## config.mk

```make
export PLATFORM = sky130hd
export DESIGN_NAME = audio_psg_voice_seq
export DESIGN_NICKNAME = d
export VERILOG_FILES = /design/src/rtl/audio_psg_voice_seq.sv
export SDC_FILE = /design/constraint.sdc
export NUM_CORES = 1
export LEC_CHECK = 0
export CORE_UTILIZATION = 35
export CTS_CLUSTER_DIAMETER = 80
export DETAILED_ROUTE_END_ITERATION = 6
export RECOVER_POWER = 25
export SYNTH_ARGS = -nofsm -noshare
export SYNTH_HDL_FRONTEND = slang
export SYNTH_SLANG_ARGS = --single-unit
```

## constraint.sdc

```tcl
create_clock -name clk_i -period 12.25 [get_ports clk_i]
set_clock_uncertainty 0.2 [all_clocks]
set_input_delay 3.675 -clock clk_i [delete_from_list [all_inputs] [get_ports clk_i]]
set_output_delay 3.675 -clock clk_i [all_outputs]
set_load 0.005 [all_outputs]
```

## src/rtl/audio_psg_voice_seq.sv

```systemverilog
// 16-voice PSG sequencer: walks the attribute RAM once per sample tick,
// advances per-voice phase, shapes/scales each waveform and sums a stereo sample.
module audio_psg_voice_seq (
    input  logic        clk_i,
    input  logic        rst_n_i,
    input  logic        start_i,
    output logic        rd_en_o,
    output logic [3:0]  rd_addr_o,
    input  logic [31:0] rd_data_i,
    output logic        busy_o,
    output logic [15:0] left_o,
    output logic [15:0] right_o,
    output logic        valid_o
);

    typedef enum logic [1:0] {
        IDLE = 2'd0,
        ADDR = 2'd1,
        PROC = 2'd2
    } state_t;

    state_t      state_q, state_d;
    logic [3:0]  v_q, v_d;
    logic [16:0] ph_q [16];
    logic [15:0] lfsr_q, lfsr_d;
    logic [15:0] acc_l_q, acc_l_d;
    logic [15:0] acc_r_q, acc_r_d;
    logic [15:0] left_q, left_d;
    logic [15:0] right_q, right_d;
    logic        valid_q, valid_d;
    logic        busy_q, busy_d;
    logic        rd_en_q, rd_en_d;
    logic [3:0]  rd_addr_q, rd_addr_d;

    logic [15:0] freq;
    logic [5:0]  vol;
    logic        l_en;
    logic        r_en;
    logic [5:0]  pw;
    logic [1:0]  wave;

    assign freq = rd_data_i[15:0];
    assign vol  = rd_data_i[21:16];
    assign l_en = rd_data_i[22];
    assign r_en = rd_data_i[23];
    assign pw   = rd_data_i[29:24];
    assign wave = rd_data_i[31:30];

    logic [16:0]        ph_new;
    logic [5:0]         p;
    logic [5:0]         u;
    logic signed [5:0]  s;
    logic signed [11:0] prod;
    logic [15:0]        prod_ext;
    logic               lfsr_fb;
    logic               ph_we;

    // Per-voice waveform datapath, only meaningful while in PROC
    always_comb begin
        ph_new = ph_q[v_q] + {1'b0, freq};
        p      = ph_new[16:11];
        u      = 6'd0;
        case (wave)
            2'd0:    u = (p < pw) ? 6'd63 : 6'd0;
            2'd1:    u = p;
            2'd2:    u = ph_new[16] ? ~ph_new[15:10] : ph_new[15:10];
            default: u = lfsr_q[5:0];
        endcase
        s        = $signed(u - 6'd32);
        prod     = s * $signed({1'b0, vol});
        prod_ext = {{4{prod[11]}}, prod};
        lfsr_fb  = lfsr_q[15] ^ lfsr_q[13] ^ lfsr_q[12] ^ lfsr_q[10];
    end

    always_comb begin
        state_d   = state_q;
        v_d       = v_q;
        lfsr_d    = lfsr_q;
        acc_l_d   = acc_l_q;
        acc_r_d   = acc_r_q;
        left_d    = left_q;
        right_d   = right_q;
        valid_d   = 1'b0;
        busy_d    = busy_q;
        rd_en_d   = rd_en_q;
        rd_addr_d = rd_addr_q;
        ph_we     = 1'b0;
        case (state_q)
            IDLE: begin
                if (start_i) begin
                    v_d       = 4'd0;
                    acc_l_d   = 16'd0;
                    acc_r_d   = 16'd0;
                    state_d   = ADDR;
                    rd_en_d   = 1'b1;
                    rd_addr_d = 4'd0;
                    busy_d    = 1'b1;
                end
            end
            ADDR: begin
                state_d = PROC;
                rd_en_d = 1'b0;
            end
            PROC: begin
                ph_we   = 1'b1;
                lfsr_d  = {lfsr_q[14:0], lfsr_fb};
                acc_l_d = l_en ? (acc_l_q + prod_ext) : acc_l_q;
                acc_r_d = r_en ? (acc_r_q + prod_ext) : acc_r_q;
                if (v_q == 4'd15) begin
                    // Final voice: publish the sums including this voice
                    left_d  = acc_l_d;
                    right_d = acc_r_d;
                    valid_d = 1'b1;
                    busy_d  = 1'b0;
                    state_d = IDLE;
                end else begin
                    v_d       = v_q + 4'd1;
                    rd_en_d   = 1'b1;
                    rd_addr_d = v_q + 4'd1;
                    state_d   = ADDR;
                end
            end
            default: begin
                state_d = IDLE;
                busy_d  = 1'b0;
                rd_en_d = 1'b0;
            end
        endcase
    end

    always_ff @(posedge clk_i or negedge rst_n_i) begin
        if (!rst_n_i) begin
            state_q   <= IDLE;
            v_q       <= 4'd0;
            lfsr_q    <= 16'h0001;
            acc_l_q   <= 16'd0;
            acc_r_q   <= 16'd0;
            left_q    <= 16'd0;
            right_q   <= 16'd0;
            valid_q   <= 1'b0;
            busy_q    <= 1'b0;
            rd_en_q   <= 1'b0;
            rd_addr_q <= 4'd0;
            for (int i = 0; i < 16; i++) begin
                ph_q[i] <= 17'd0;
            end
        end else begin
            state_q   <= state_d;
            v_q       <= v_d;
            lfsr_q    <= lfsr_d;
            acc_l_q   <= acc_l_d;
            acc_r_q   <= acc_r_d;
            left_q    <= left_d;
            right_q   <= right_d;
            valid_q   <= valid_d;
            busy_q    <= busy_d;
            rd_en_q   <= rd_en_d;
            rd_addr_q <= rd_addr_d;
            if (ph_we) begin
                ph_q[v_q] <= ph_new;
            end
        end
    end

    assign rd_en_o   = rd_en_q;
    assign rd_addr_o = rd_addr_q;
    assign busy_o    = busy_q;
    assign left_o    = left_q;
    assign right_o   = right_q;
    assign valid_o   = valid_q;

endmodule

```

==> summary.md <==
| Metric | Value |
|---|---|
| Leading area contributor after synthesis | `dfrtp_1` |
| Die W | `234.8 um` |
| Starting Density | `35.75%` |
| Most frequent cell after synthesis | `nand2_1` |
| First-pass GRT wire length | `83.01 mm` |
| Asr flop ratio synth | `100.0%` |
| Area fraction in compound gates after synthesis | `14.16%` |
| Crit-path max FO | `7` |
| Gpl congestion | `0.8533` |
| Setup-failing EPs final | `6` |
| Clock Tree Buf Depth | `3` |
| EDFF count, synth | `0` |
| Synth cell types | `62` |
| Area delta synth->final | `22.40%` |
| Top FF cell, synth | `dfrtp_1` |
| Row Count | `84` |
| Largest net degree at the start of global routing | `81` |
| WP data required | `12530 ps` |
| Total clock sinks | `361` |
| Register area share after synthesis | `47.61%` |
| Reg clk slew, reported paths | `60 ps` |
| Final worst slack | `-79.65 ps` |
| Largest family of logic cells by synthesized area | `compound AO/OA/AOI/OAI gates` |
| Vias in the first global route | `14590` |
| H-tree levels | `2` |
| Max Slew Vio Count | `167` |
| Drt first pass iters | `5` |
| Mapped Nets | `1988` |
| Synth top area share | `47.47%` |
| Post-synthesis mux area share | `12.40%` |
| Buf+Inv Stages, Crit Path | `6` |
| CTS Buf Count | `40` |
| Worst-Margin Slew | `3946 ps` |
| Worst Hold Slack | `265.4 ps` |
| Die Y | `234.8 um` |
| Clk_lat worst skew | `570 ps` |
| Final worst path period need | `12330 ps` |
| Failing checks | `max-capacitance violations, max-slew violations, negative setup slack` |
| Yosys reg bits | `361` |
| Total Wirelength | `51.50 mm` |
| CP max stage cell | `fa_1` |
| Antenna violations before repair | `1` |
| CTS tree | `yes` |
| Fillers | `5007` |
| Via count | `14330` |
| Hold Crit Class | `reg -> reg` |
| Dpl cell area | `21480 um^2` |
| Slew margin rel. | `-163.0%` |
| CP delay by family, top | `adder cells` |
| Xor-xnor portion of the synthesized cell area | `2.262%` |
| Max Freq | `81.11 MHz` |
| Final period util | `100.7%` |
| DRT iter0 DRCs | `863` |
| Synthesis warning total | `0` |
| Post-synthesis instance total | `1847` |
| Top cell by count, worst path | `fa_1` |
| Final nets | `2155` |
| Worst EP arrival | `12610 ps` |
| # IOs | `74` |
| Final core utilization | `43.76%` |
| Drt wl/cell | `18.88 um` |
| Top post-synthesis cells by area | `dfrtp_1, mux4_2, o21ai_0` |
| Adder-cell share of the synthesized area | `7.833%` |
| Max-Cap Viols | `3` |
| CP endpoint kind | `flop` |
| Share of cells above drive strength 1 | `20.84%` |
| Hold bufs inserted after CTS | `0` |
| Clk Tree Root Cell | `clkbuf_16` |
| Startpoint types | `primary input` |
| Die ar. | `55150 um^2` |
| Synthesized area | `18980 um^2` |
| Crit path largest cell delay | `560 ps` |
| Routed Antenna Nets | `0` |
| Total GRT Usage | `19.03%` |
| Post-route cell area | `23230 um^2` |
| Simple-gate share of the synthesized area | `12.26%` |
| DP HPWL | `33.76 mm` |
| Drt drc | `0` |
| Critical path type | `in -> reg` |
| Port Buffers | `73` |
| Diode count | `0` |
| Core area | `53080 um^2` |
| GRT overflow | `0` |
| Routed vias/inst | `5.253` |
| RSZ-0062 raised after global routing | `yes` |
| Status | `finished, violations left` |
| Commonest cells in the netlist | `nand2_1, dfrtp_1, o21ai_0` |
| Final hold vios | `0` |
| Mean Syn Cell Area | `10.27 um^2` |
-- cell families after synthesis --
logic type,Yosys count
buf+inv,173
compound gates,477
mux,128
fa+ha+maj,107
xor+xnor,49
simple gates,552
flops,361
-- registers in the layout, indices dropped and copies added, names as in the netlist --
name and flops:
acc_r_q 16, state_q 2, rd_addr_o 4, valid_o 1, lfsr_q 16, left_o 16, busy_o 1, acc_l_q 16
ph_q 272, rd_en_o 1, right_o 16
-- per-stage QoR --
step / instances / setup TNS (ps) / setup slack [ps]
6_report: 2727 / -313.9 / -79.65
5_1_grt: 2727 / -4994 / -445.8
4_1_cts: 2715 / -22.96 / -18.54
3_5_place_dp: 2638 / -24770 / -1415
3_3_place_gp: 2638 / -19800 / -1246
2_1_floorplan: 1847 / -4280 / -601.8
-- final timing paths --
kind,startpoint,end,slack [ps],depth (start not counted)
worst max-delay path,rd_data_i[5],acc_r_q[15],-80,42
worst min-delay path,lfsr_q[6],lfsr_q[7],270,2
worst max register to register,rd_addr_o[0],acc_r_q[15],930,43
worst min register to register,lfsr_q[6],lfsr_q[7],270,2
max in group asynchronous,rst_n_i,rd_addr_o[0],4950,2
min in group asynchronous,rst_n_i,ph_q[105],4280,1
-- per-layer routing --
metal	global-route usage, %	vias up	routed length [um]
li1	-	6808	-
met3	3.195	87	2359
met4	5.742	2	1282
met5	0	-	13
met2	31.02	309	24410
met1	25.94	7120	23430
-- repair_timing --
action / 4_1_cts / 5_1_grt
hold endpoints to repair: 0 / 0
setup endpoints to repair: 20 / 15
gates resized for setup: 60 / 45
buffers inserted: 12 / 12
pin swaps: 35 / 58
-- cells in the final DEF, fill, tap and decap left out, types with 8 or more instances in the layout --
cell type	synthesis	routed
buf_4	0	159
nor3_1	14	8
ha_4	0	18
clkbuf_1	97	14
o21ai_0	330	317
clkdlybuf4s50_1	0	59
dfrtp_1	360	358
and2_1	19	16
mux2i_1	28	28
nor2_1	56	53
a21o_1	18	18
ha_1	86	66
mux4_2	84	84
a21oi_2	0	8
nand3_2	0	9
nand2b_1	11	11
o21a_1	11	10
nor2b_1	13	11
o21ai_1	0	8
nand2_1	390	386
clkbuf_16	0	41
xor2_1	18	17
mux2_2	16	16
xnor2_1	31	29
inv_1	57	51
o211ai_1	9	9
fa_1	20	19
a22o_1	16	16
nand3_1	18	9
a21oi_1	46	38
-- worst min-delay path, delay by kind of cell (launching register included) --
family           cells  cell delay, ps
and+or+nand+nor      2             100
DFF                  1             340
-- cell type report --
cell class | instances | area [um^2] | area share, %
Multi-Input combinational cell | 1313 | 9889 | 42.58
Sequential cell | 361 | 9042 | 38.93
Timing Repair Buffer | 238 | 1957 | 8.425
Clock buffer | 57 | 1136 | 4.891
Tap cell | 688 | 860.8 | 3.706
Inverter | 60 | 225.2 | 0.9697
Clock inverter | 10 | 115.1 | 0.4956
Power is not shown: default switching activity piles up to over one toggle a cycle in this logic, so the estimate is an artifact.
